File: src/rtl/uart_receiver_pkg.sv
// Shared constants and helpers for the UART receiver; the bit-time formula
// matches the transmitter so both ends agree on symbol length.
package uart_receiver_pkg;

    function automatic int unsigned symbol_edge_time(input int unsigned clock_freq,
                                                     input int unsigned baud_rate);
        return clock_freq / baud_rate;
    endfunction

    function automatic int unsigned sample_time(input int unsigned clock_freq,
                                                input int unsigned baud_rate);
        return symbol_edge_time(clock_freq, baud_rate) / 2;
    endfunction

    function automatic int unsigned log2_ceil(input int unsigned value);
        return $clog2(value);
    endfunction

endpackage

File: src/rtl/uart_receiver_sync_2ff.sv
// Two-flop synchroniser for an asynchronous input pin; both stages reset to
// RESET_VALUE so an idle-high line does not look like an edge out of reset.
module sync_2ff #(
    parameter logic RESET_VALUE = 1'b1
) (
    input  logic clk,
    input  logic reset,
    input  logic d,
    output logic q
);

    logic s1_q, s1_d;
    logic s2_q, s2_d;

    // Next-state for the two synchroniser stages.
    always_comb begin
        s1_d = d;
        s2_d = s1_q;
    end

    // Synchroniser stage registers.
    always_ff @(posedge clk) begin
        if (reset) begin
            s1_q <= RESET_VALUE;
            s2_q <= RESET_VALUE;
        end else begin
            s1_q <= s1_d;
            s2_q <= s2_d;
        end
    end

    assign q = s2_q;

endmodule

File: src/rtl/uart_receiver.sv
// 8N1-style UART receiver: oversampled-by-counter frame decoder with a
// single-word valid/ready output buffer, framing-error pulse and sticky overrun.
module uart_receiver
    import uart_receiver_pkg::*;
#(
    parameter int unsigned CLOCK_FREQ = 33_000_000,
    parameter int unsigned BAUD_RATE  = 115_200,
    parameter int unsigned DATA_WIDTH = 8
) (
    input  logic                  clk,
    input  logic                  reset,
    input  logic                  serial_in,
    output logic [DATA_WIDTH-1:0] data_out,
    output logic                  data_out_valid,
    input  logic                  data_out_ready,
    output logic                  framing_error,
    output logic                  overrun
);

    localparam int unsigned SYMBOL_EDGE_TIME = symbol_edge_time(CLOCK_FREQ, BAUD_RATE);
    localparam int unsigned SAMPLE_TIME      = sample_time(CLOCK_FREQ, BAUD_RATE);
    localparam int unsigned CNT_W            = log2_ceil(SYMBOL_EDGE_TIME);
    localparam int unsigned BIT_W            = log2_ceil(DATA_WIDTH) + 1;

    localparam logic [CNT_W-1:0] CNT_HALF = CNT_W'(SAMPLE_TIME - 1);
    localparam logic [CNT_W-1:0] CNT_FULL = CNT_W'(SYMBOL_EDGE_TIME - 1);
    localparam logic [BIT_W-1:0] BIT_LAST = BIT_W'(DATA_WIDTH - 1);

    typedef enum logic [2:0] {
        IDLE      = 3'd0,
        START     = 3'd1,
        DATA      = 3'd2,
        STOP      = 3'd3,
        WAIT_HIGH = 3'd4
    } state_e;

    logic                  rx;
    state_e                state_q, state_d;
    logic [CNT_W-1:0]      cnt_q, cnt_d;
    logic [BIT_W-1:0]      bit_cnt_q, bit_cnt_d;
    logic [DATA_WIDTH-1:0] shift_q, shift_d;
    logic [DATA_WIDTH-1:0] data_q, data_d;
    logic                  valid_q, valid_d;
    logic                  fe_q, fe_d;
    logic                  ovr_q, ovr_d;
    logic                  accept_s;
    logic                  deliver_s;

    sync_2ff #(
        .RESET_VALUE(1'b1)
    ) u_sync (
        .clk  (clk),
        .reset(reset),
        .d    (serial_in),
        .q    (rx)
    );

    // Frame decoder and output-buffer next-state logic.
    always_comb begin
        state_d   = state_q;
        cnt_d     = cnt_q + CNT_W'(1);
        bit_cnt_d = bit_cnt_q;
        shift_d   = shift_q;
        data_d    = data_q;
        valid_d   = valid_q;
        fe_d      = 1'b0;
        ovr_d     = ovr_q;
        deliver_s = 1'b0;
        accept_s  = valid_q && data_out_ready;

        if (accept_s) begin
            valid_d = 1'b0;
        end else begin
            valid_d = valid_q;
        end

        case (state_q)
            IDLE: begin
                cnt_d = '0;
                if (!rx) begin
                    state_d = START;
                end else begin
                    state_d = IDLE;
                end
            end
            START: begin
                if (cnt_q == CNT_HALF) begin
                    cnt_d = '0;
                    if (rx) begin
                        state_d = IDLE;
                    end else begin
                        state_d   = DATA;
                        bit_cnt_d = '0;
                    end
                end else begin
                    state_d = START;
                end
            end
            DATA: begin
                if (cnt_q == CNT_FULL) begin
                    cnt_d     = '0;
                    shift_d   = {rx, shift_q[DATA_WIDTH-1:1]};
                    bit_cnt_d = bit_cnt_q + BIT_W'(1);
                    if (bit_cnt_q == BIT_LAST) begin
                        state_d = STOP;
                    end else begin
                        state_d = DATA;
                    end
                end else begin
                    state_d = DATA;
                end
            end
            STOP: begin
                if (cnt_q == CNT_FULL) begin
                    cnt_d = '0;
                    if (rx) begin
                        deliver_s = 1'b1;
                        state_d   = IDLE;
                    end else begin
                        fe_d    = 1'b1;
                        state_d = WAIT_HIGH;
                    end
                end else begin
                    state_d = STOP;
                end
            end
            WAIT_HIGH: begin
                // Hold off a break condition until the line returns high.
                cnt_d = '0;
                if (rx) begin
                    state_d = IDLE;
                end else begin
                    state_d = WAIT_HIGH;
                end
            end
            default: begin
                state_d = IDLE;
                cnt_d   = '0;
            end
        endcase

        if (deliver_s) begin
            if (!valid_q || accept_s) begin
                data_d  = shift_q;
                valid_d = 1'b1;
            end else begin
                ovr_d = 1'b1;
            end
        end else begin
            data_d = data_q;
        end
    end

    // State, datapath and registered outputs.
    always_ff @(posedge clk) begin
        if (reset) begin
            state_q   <= IDLE;
            cnt_q     <= '0;
            bit_cnt_q <= '0;
            shift_q   <= '0;
            data_q    <= '0;
            valid_q   <= 1'b0;
            fe_q      <= 1'b0;
            ovr_q     <= 1'b0;
        end else begin
            state_q   <= state_d;
            cnt_q     <= cnt_d;
            bit_cnt_q <= bit_cnt_d;
            shift_q   <= shift_d;
            data_q    <= data_d;
            valid_q   <= valid_d;
            fe_q      <= fe_d;
            ovr_q     <= ovr_d;
        end
    end

    assign data_out       = data_q;
    assign data_out_valid = valid_q;
    assign framing_error  = fe_q;
    assign overrun        = ovr_q;

endmodule

File: config.mk
export PLATFORM = sky130hd
export DESIGN_NAME = uart_receiver
export DESIGN_NICKNAME = d
export VERILOG_FILES = /design/src/rtl/uart_receiver_pkg.sv /design/src/rtl/uart_receiver_sync_2ff.sv /design/src/rtl/uart_receiver.sv
export SDC_FILE = /design/constraint.sdc
export NUM_CORES = 1
export LEC_CHECK = 0
export ABC_CLOCK_PERIOD_IN_PS = 1500
export CORE_MARGIN = 2
export CORE_UTILIZATION = 45
export CTS_BUF_LIST = sky130_fd_sc_hd__clkbuf_8
export DETAILED_ROUTE_END_ITERATION = 8
export PLACE_DENSITY = 0.73
export SYNTH_ARGS = -nofsm -noshare
export SYNTH_HDL_FRONTEND = slang
export SYNTH_SLANG_ARGS = --single-unit
File: constraint.sdc
create_clock -name clk -period 1.5 [get_ports clk]
set_input_delay 0.15 -clock clk [delete_from_list [all_inputs] [get_ports clk]]
set_output_delay 0.15 -clock clk [all_outputs]
set_load 0.1 [all_outputs]
==> impl_results.md, run 1 <==
- Status: finished, violations left
- Failing checks: setup timing
- Post-synthesis cell type count: 41
- Minimum clock period: 1.68 ns
- Worst Setup End Kind: flop
- Hold_ws: about 0.42 ns
- Final Cycle Share: 1.12
- Slew Limit Fails: 0
- Switching pwr: 0.000406 W
- Reg clk slew, reported paths: about 0.080 ns
- Required @ worst endpoint: 1.69 ns
- Multi-input logic area: around 960 um2
- Mapped Cells: 180
- Area of the mapped netlist: 1630 um2
- H-tree level count: 2
- Starting Density: 0.478
- GRT overflow: 0
- Layout cells sized above 1: 0.378
- Total CTS buffers: 5
- Top cell type's share of synthesized area: 0.453
- Iter 0 DRT Violations: between 100 and 150
- Port bufs: 14
- PnR worst setup slack: -0.179 ns
- CP Data Arrival Time: 1.87 ns
- Setup violations, final: 25
- Clock skew: 0.00491 ns
- FF+latch area: 762 um2
- Worst Setup Path Type: flop to flop
- Synth Register Bits: 37
- Commonest cells post-synth: dfxtp_1 (37), nor2_1 (26), nand2_1 (15)
- FMAX: 0.596 GHz
- DRT Wirelength: approximately 4.0 mm
- Core area: roughly 3400 um2
- Cell with the most instances after synthesis: dfxtp_1
- Peak VDD IR: between 0.6 and 0.7 mV
- Synth-to-layout area growth: 47.2%
- Cell accounting for the most synthesized area: dfxtp_1
- Critical-path cell list: inv_2 -> ha_4 -> nand4b_1 -> nor4b_2 -> buf_4 -> mux2i_2 -> nor2_1
- EDFF count, synth: 0
- Fill cells: 227
- DRT Pass-1 Iters: 6
- Worst-margin pin slew: 0.336 ns
- Syn nets: 188
- Asr flop ratio synth: 0
- Die ar.: 4130 um2
- CP max stage delay: 0.34 ns
- Main synth FF type: dfxtp_1
- R2R Path End: data_out[2]
- Initial antenna violation count: 0
- Clock network fraction of total power: 0.499
- Tightest Hold Check Type: primary input to flop
- Max_slew headroom: 0.774
- Comb power frac: 0.026
- Leakage: 0.825 nW
- Internal: 0.00167 W
- Reg power frac: 0.475
- Via count: 1472
- YS warnings: 0
- Worst setup path start: cnt_q[1]
- Vias in the first global route: 1405
- Leading post-synthesis cells by cell area: dfxtp_1 (45%), mux2i_1 (6.1%), nor2_1 (6.0%), a21oi_1 (4.3%), nand3_1 (4.0%)
- FF-to-FF Start: cnt_q[1]
- Cell Pwr Density: 865 nW/um2
- R2r worst-path depth: 7
- DRC violations left: 0
- Vias per cell: 5.49
- Routed Antenna Nets: 0
- Switching fraction of total power: 0.195
- Max-cap violations: 0
- Seq/Total Area, Yosys: 0.453
- Critical-path top delay cell: dfxtp_2
- R2R Setup Slk: -0.18 ns
- Chip width: 64.3 um
- IO Pins: 15
- GRT Overall Usage: 0.197
- Hold violation count in the final report: 0
- Worst-case clock buffer depth: 2
- Worst Setup EP: data_out[2]
- Unrepaired setup endpoints after global routing: yes
- Detail Placement HPWL: 2.60 mm
- Largest net degree at the start of global routing: 19
- Avg Cell Area, Syn: 9.08 um2
- Root Buffer: clkbuf_8
- Placer Congestion: 0.888
- WL per Instance: 15.0 um
- Clk sinks: 37
- Number of antenna diodes: 0
- TritonCTS clock tree: done
- Crit start category: flop
- Crit path max fanout: 8
- Worst skew pair latency: 0.29 ns
- First-pass GRT wire length: 6.30 mm
- Die span in y: ~64 um
- # hold bufs at CTS: 0
- Cell Rows: 21
- Final core occ: 0.704
- Final nets: 229
-- worst min path at each step --
| stage | to | startpoint | cells after the start |
|---|---|---|---|
| 2_1_floorplan | u_sync.s1_q | serial_in | 1 |
| 3_3_place_gp | u_sync.q | u_sync.s1_q | 1 |
| 3_5_place_dp | u_sync.q | u_sync.s1_q | 1 |
| 4_1_cts | u_sync.s1_q | serial_in | 2 |
| 5_1_grt | u_sync.s1_q | serial_in | 2 |
| 6_report | u_sync.s1_q | serial_in | 2 |
-- logic make-up after synthesis --
logic type,synth area share
and+or+nand+nor,0.279
DFF,0.453
adders and majority gates,0.0306
xor gates and xnor gates,0.0375
AOI/OAI and AO/OA,0.103
buffers and inverters,0.0352
muxes,0.0613
-- worst max-delay path, delay by kind of cell (launching register included) --
family	cells	cell delay, ns
and+or+nand+nor	3	0.59
DFF	1	0.34
buffers and inverters	2	0.30
muxes	1	0.24
adders and majority gates	1	0.12
-- per-stage QoR --
stage / instances / instance area (um2) / total power (W) / setup TNS [ns] / worst slack, ns
after floorplan: 180 / 1680 / 0.00104 / -0.0457 / -0.0264
after global placement: 255 / 2110 / 0.00106 / -1.31 / -0.119
after detailed placement: 255 / 2110 / 0.00106 / -2.79 / -0.192
after CTS: 264 / 2290 / 0.00208 / -1.33 / -0.167
after global routing: 268 / 2400 / 0.00214 / -4.32 / -0.249
final: 268 / 2400 / 0.00208 / -2.30 / -0.179
-- what timing repair did --
action | 4_1_cts | 5_1_grt
setup endpoints to repair | 24 | 30
resized for setup | 12 | 21
pin swaps | 9 | 9
buffers inserted | 1 | 4
-- placed cells by master (no fill, tap or decap), drive strengths merged, types with 4 or more instances in the layout --
master,count
dfxtp,37
nor2,26
o21ai,5
nand2,15
xnor2,5
ha,4
mux2i,10
nand3,13
clkbuf,5
nor3,5
buf,40
a21oi,14
-- area by class of cell --
type                       instances  share of cell area
tap                               46              0.0239
clock inverter                     3              0.0286
timing repair buffer              43               0.198
multi-input combinational        132               0.401
inverter                           2             0.00312
clock buffer                       5              0.0286
sequential                        37               0.317
-- sequential cells by signal, indices dropped and copies added, names as in the netlist --
name            flops
u_sync.q            1
framing_error       1
data_out            8
cnt_q               9
u_sync.s1_q         1
shift_q             8
overrun             1
data_out_valid      1
state_q             3
bit_cnt_q           4
-- power groups by stage --
| stage | combinational, W | sequential [W] | clock (W) |
|---|---|---|---|
| finish | 0.0000547 | 0.000987 | 0.00104 |
| global route | 0.0000582 | 0.000987 | 0.00110 |
| CTS | 0.0000470 | 0.000986 | 0.00104 |
| detailed placement | 0.0000446 | 0.00101 | 0 |
| global placement | 0.0000432 | 0.00101 | 0 |
| floorplan | 0.0000265 | 0.00101 | 0 |
-- metal layers --
layer  wire length, um  vias to the layer above  global-route usage
li1                  -                      716                   -
met1              1610                      691               0.208
met2              2060                       50               0.372
met3               195                       15              0.0475
met4               149                        0              0.0745
met5                 0                        -                   0
Power figures use the tool's default switching activity.
==> run 2: changes to the inputs <==
Settings changed: CAP_MARGIN from default to 20, PLACE_DENSITY 0.73 to 0.77.
==> run 2 against run 1 <==
Effect of this change: the run still ends with setup timing left; via count increased by 11%; core utilization increased by 6.6 points; clock skew decreased by 0.0013 ns; register-to-register slack about the same; sequential cell count unchanged; sequential power about the same; highest routed layer unchanged; worst setup slack improved by 0.0018 ns; fmax increased by 0.11%; combinational power increased by 59%.
==> impl_results.md, run 2 (same netlist as run 1, synthesis figures left out) <==
- Cell Rows: 21 (unchanged)
- Final Cycle Share: 1.12 (about the same)
- Multi-input logic area: 1040 um2 (was 965 um2)
- Unrepaired setup endpoints after global routing: yes (unchanged)
- Synth-to-layout area growth: 60.9% (was 47.2%)
- Chip width: 64.3 um (unchanged)
- Worst-margin pin slew: 0.403 ns (was 0.336 ns)
- Required @ worst endpoint: 1.72 ns (was 1.69 ns)
- Tightest Hold Check Type: flop to flop (was primary input to flop)
- Number of antenna diodes: 0 (unchanged)
- H-tree level count: 2 (unchanged)
- First-pass GRT wire length: 7.22 mm (was 6.30 mm)
- DRT Wirelength: 5.08 mm (was 4.02 mm)
- Die ar.: 4130 um2 (unchanged)
- Crit start category: flop (unchanged)
- Detail Placement HPWL: 2.92 mm (was 2.60 mm)
- Max FFs per register: 9 (unchanged)
- Total CTS buffers: 5 (unchanged)
- DRC violations left: 0 (unchanged)
- Failing checks: setup timing (unchanged)
- Root Buffer: clkbuf_8 (unchanged)
- Clk sinks: 37 (unchanged)
- PnR worst setup slack: -0.177 ns (was -0.179 ns)
- Hold violation count in the final report: 0 (unchanged)
- Layout cells sized above 1: 0.440 (was 0.378)
- Max_slew headroom: 0.730 (was 0.774)
- Slew Limit Fails: 0 (unchanged)
- Placer Congestion: 0.922 (was 0.888)
- Fill cells: 210 (was 227)
- Port bufs: 14 (unchanged)
- Minimum clock period: 1.68 ns (about the same)
- Routed Antenna Nets: 0 (unchanged)
- Setup TNS Final: -2.20 ns (was -2.30 ns)
- Peak VDD IR: 1.24 mV (was 0.620 mV)
- Status: finished, violations left (unchanged)
- Post-Layout Cell Count: 287 (was 268)
- Setup violations, final: 26 (was 25)
- Iter 0 DRT Violations: 128 (was 111)
- Worst Setup Path Type: flop to flop (unchanged)
- Most common cell after layout, fill and taps aside: buf_4 (was dfxtp_1)
- Reg with most FFs: cnt_q (unchanged)
- Final nets: 248 (was 229)
- Crit path max fanout: 6 (was 8)
- Initial antenna violation count: 0 (unchanged)
- FF+latch area: 762 um2 (unchanged)
- Worst skew pair latency: 0.30 ns (was 0.29 ns)
- Worst-case clock buffer depth: 2 (unchanged)
- Core area: 3420 um2 (unchanged)
- Starting Density: 0.478 (unchanged)
- DRT Pass-1 Iters: 4 (was 6)
- Clock skew: 0.00364 ns (was 0.00491 ns)
- FMAX: 0.596 GHz (about the same)
- Die span in y: 64.3 um (unchanged)
- Worst Setup End Kind: flop (unchanged)
- Leakage: 0.913 nW (was 0.825 nW)
- Dpl cells: 263 (was 255)
- Vias in the first global route: 1592 (was 1405)
- Cell Pwr Density: 751 nW/um2 (was 865 nW/um2)
- Via count: 1639 (was 1472)
- GRT Overall Usage: 0.226 (was 0.197)
- TritonCTS clock tree: done (unchanged)
- Most frequent cells in the layout: buf_4 (37), dfxtp_1 (30), nor2_1 (24) (was dfxtp_1 (30), buf_4 (27), nor2_1 (26))
- Reg clk slew, reported paths: 0.07 ns (was 0.08 ns)
- WL per Instance: 17.7 um (was 15.0 um)
- CP Data Arrival Time: 1.90 ns (was 1.87 ns)
- Largest net degree at the start of global routing: 13 (was 19)
- Vias per cell: 5.71 (was 5.49)
- Max-cap violations: 0 (unchanged)
- IO Pins: 15 (unchanged)
- GRT overflow: 0 (unchanged)
==> run 2: changes by cell type in the layout (fill, tap and decap cells not counted), moves of 2 or more <==
cell	before	now
nor2_2	0	2
buf_4	27	37
a21oi_2	5	2
buf_6	2	7
a21oi_1	9	11
nor2_1	26	24
a2111oi_2	2	0
nor3_2	0	2
nor3_1	5	3
==> run 2: final timing paths <==
kind	startpoint	endpoint	slack, ns	cells after the start
worst min register to register	u_sync.s1_q	u_sync.q	0.43	1
worst max register to register	state_q[2]	bit_cnt_q[1]	-0.18	6
worst min-delay path	u_sync.s1_q	u_sync.q	0.43	1
worst max-delay path	state_q[2]	bit_cnt_q[1]	-0.18	6
==> run 2: power breakdown <==
part / switching, W / leakage (nW) / internal, W
registers: 0.00000503 / 0.303 / 0.000979
logic: 0.0000424 / 0.553 / 0.0000447
clock network: 0.000362 / 0.0574 / 0.000540
==> run 2: cell type report <==
class,count,share of cell area
Sequential cell,37,0.290
Inverter,2,0.00286
Tap cell,46,0.0219
Clock buffer,6,0.0314
Clock inverter,2,0.0143
Timing Repair Buffer,61,0.242
Multi-Input combinational cell,133,0.397
==> run 2: metrics by stage <==
stage | hold slack (ns) | power [W] | utilization | instance area [um2] | setup slack, ns
after CTS | 0.433 | 0.00197 | 0.701 | 2400 | -0.125
after global placement | 0.398 | 0.00106 | 0.634 | 2170 | -0.115
after global routing | 0.435 | 0.00203 | 0.770 | 2630 | -0.243
final | 0.426 | 0.00197 | 0.770 | 2630 | -0.177
after floorplan | 0.254 | 0.00104 | - | 1680 | -0.0264
after detailed placement | 0.417 | 0.00107 | 0.634 | 2170 | -0.188
==> run 2: timing repair <==
item                                    in CTS  in global routing
gates cloned                                 0                  2
pin swaps                                    8                  7
buffers inserted                             5                  9
hold buffers                                 0                  0
endpoints found under the setup margin      25                 35
gates resized for setup                     19                 27
==> run 2: metal layers <==
| metal | routed length [um] | track usage |
|---|---|---|
| met1 | 1900 | 0.251 |
| met3 | 340 | 0.0546 |
| met5 | 0 | 0 |
| met2 | 2640 | 0.402 |
| met4 | 199 | 0.112 |
==> run 2: worst max-delay path, cell delays in order, from the launching register on <==
cell,delay [ns]
dfxtp_4,0.38
clkbuf_2,0.15
or3b_4,0.44
o21ai_4,0.20
buf_6,0.14
o21ai_0,0.11
a21oi_1,0.18
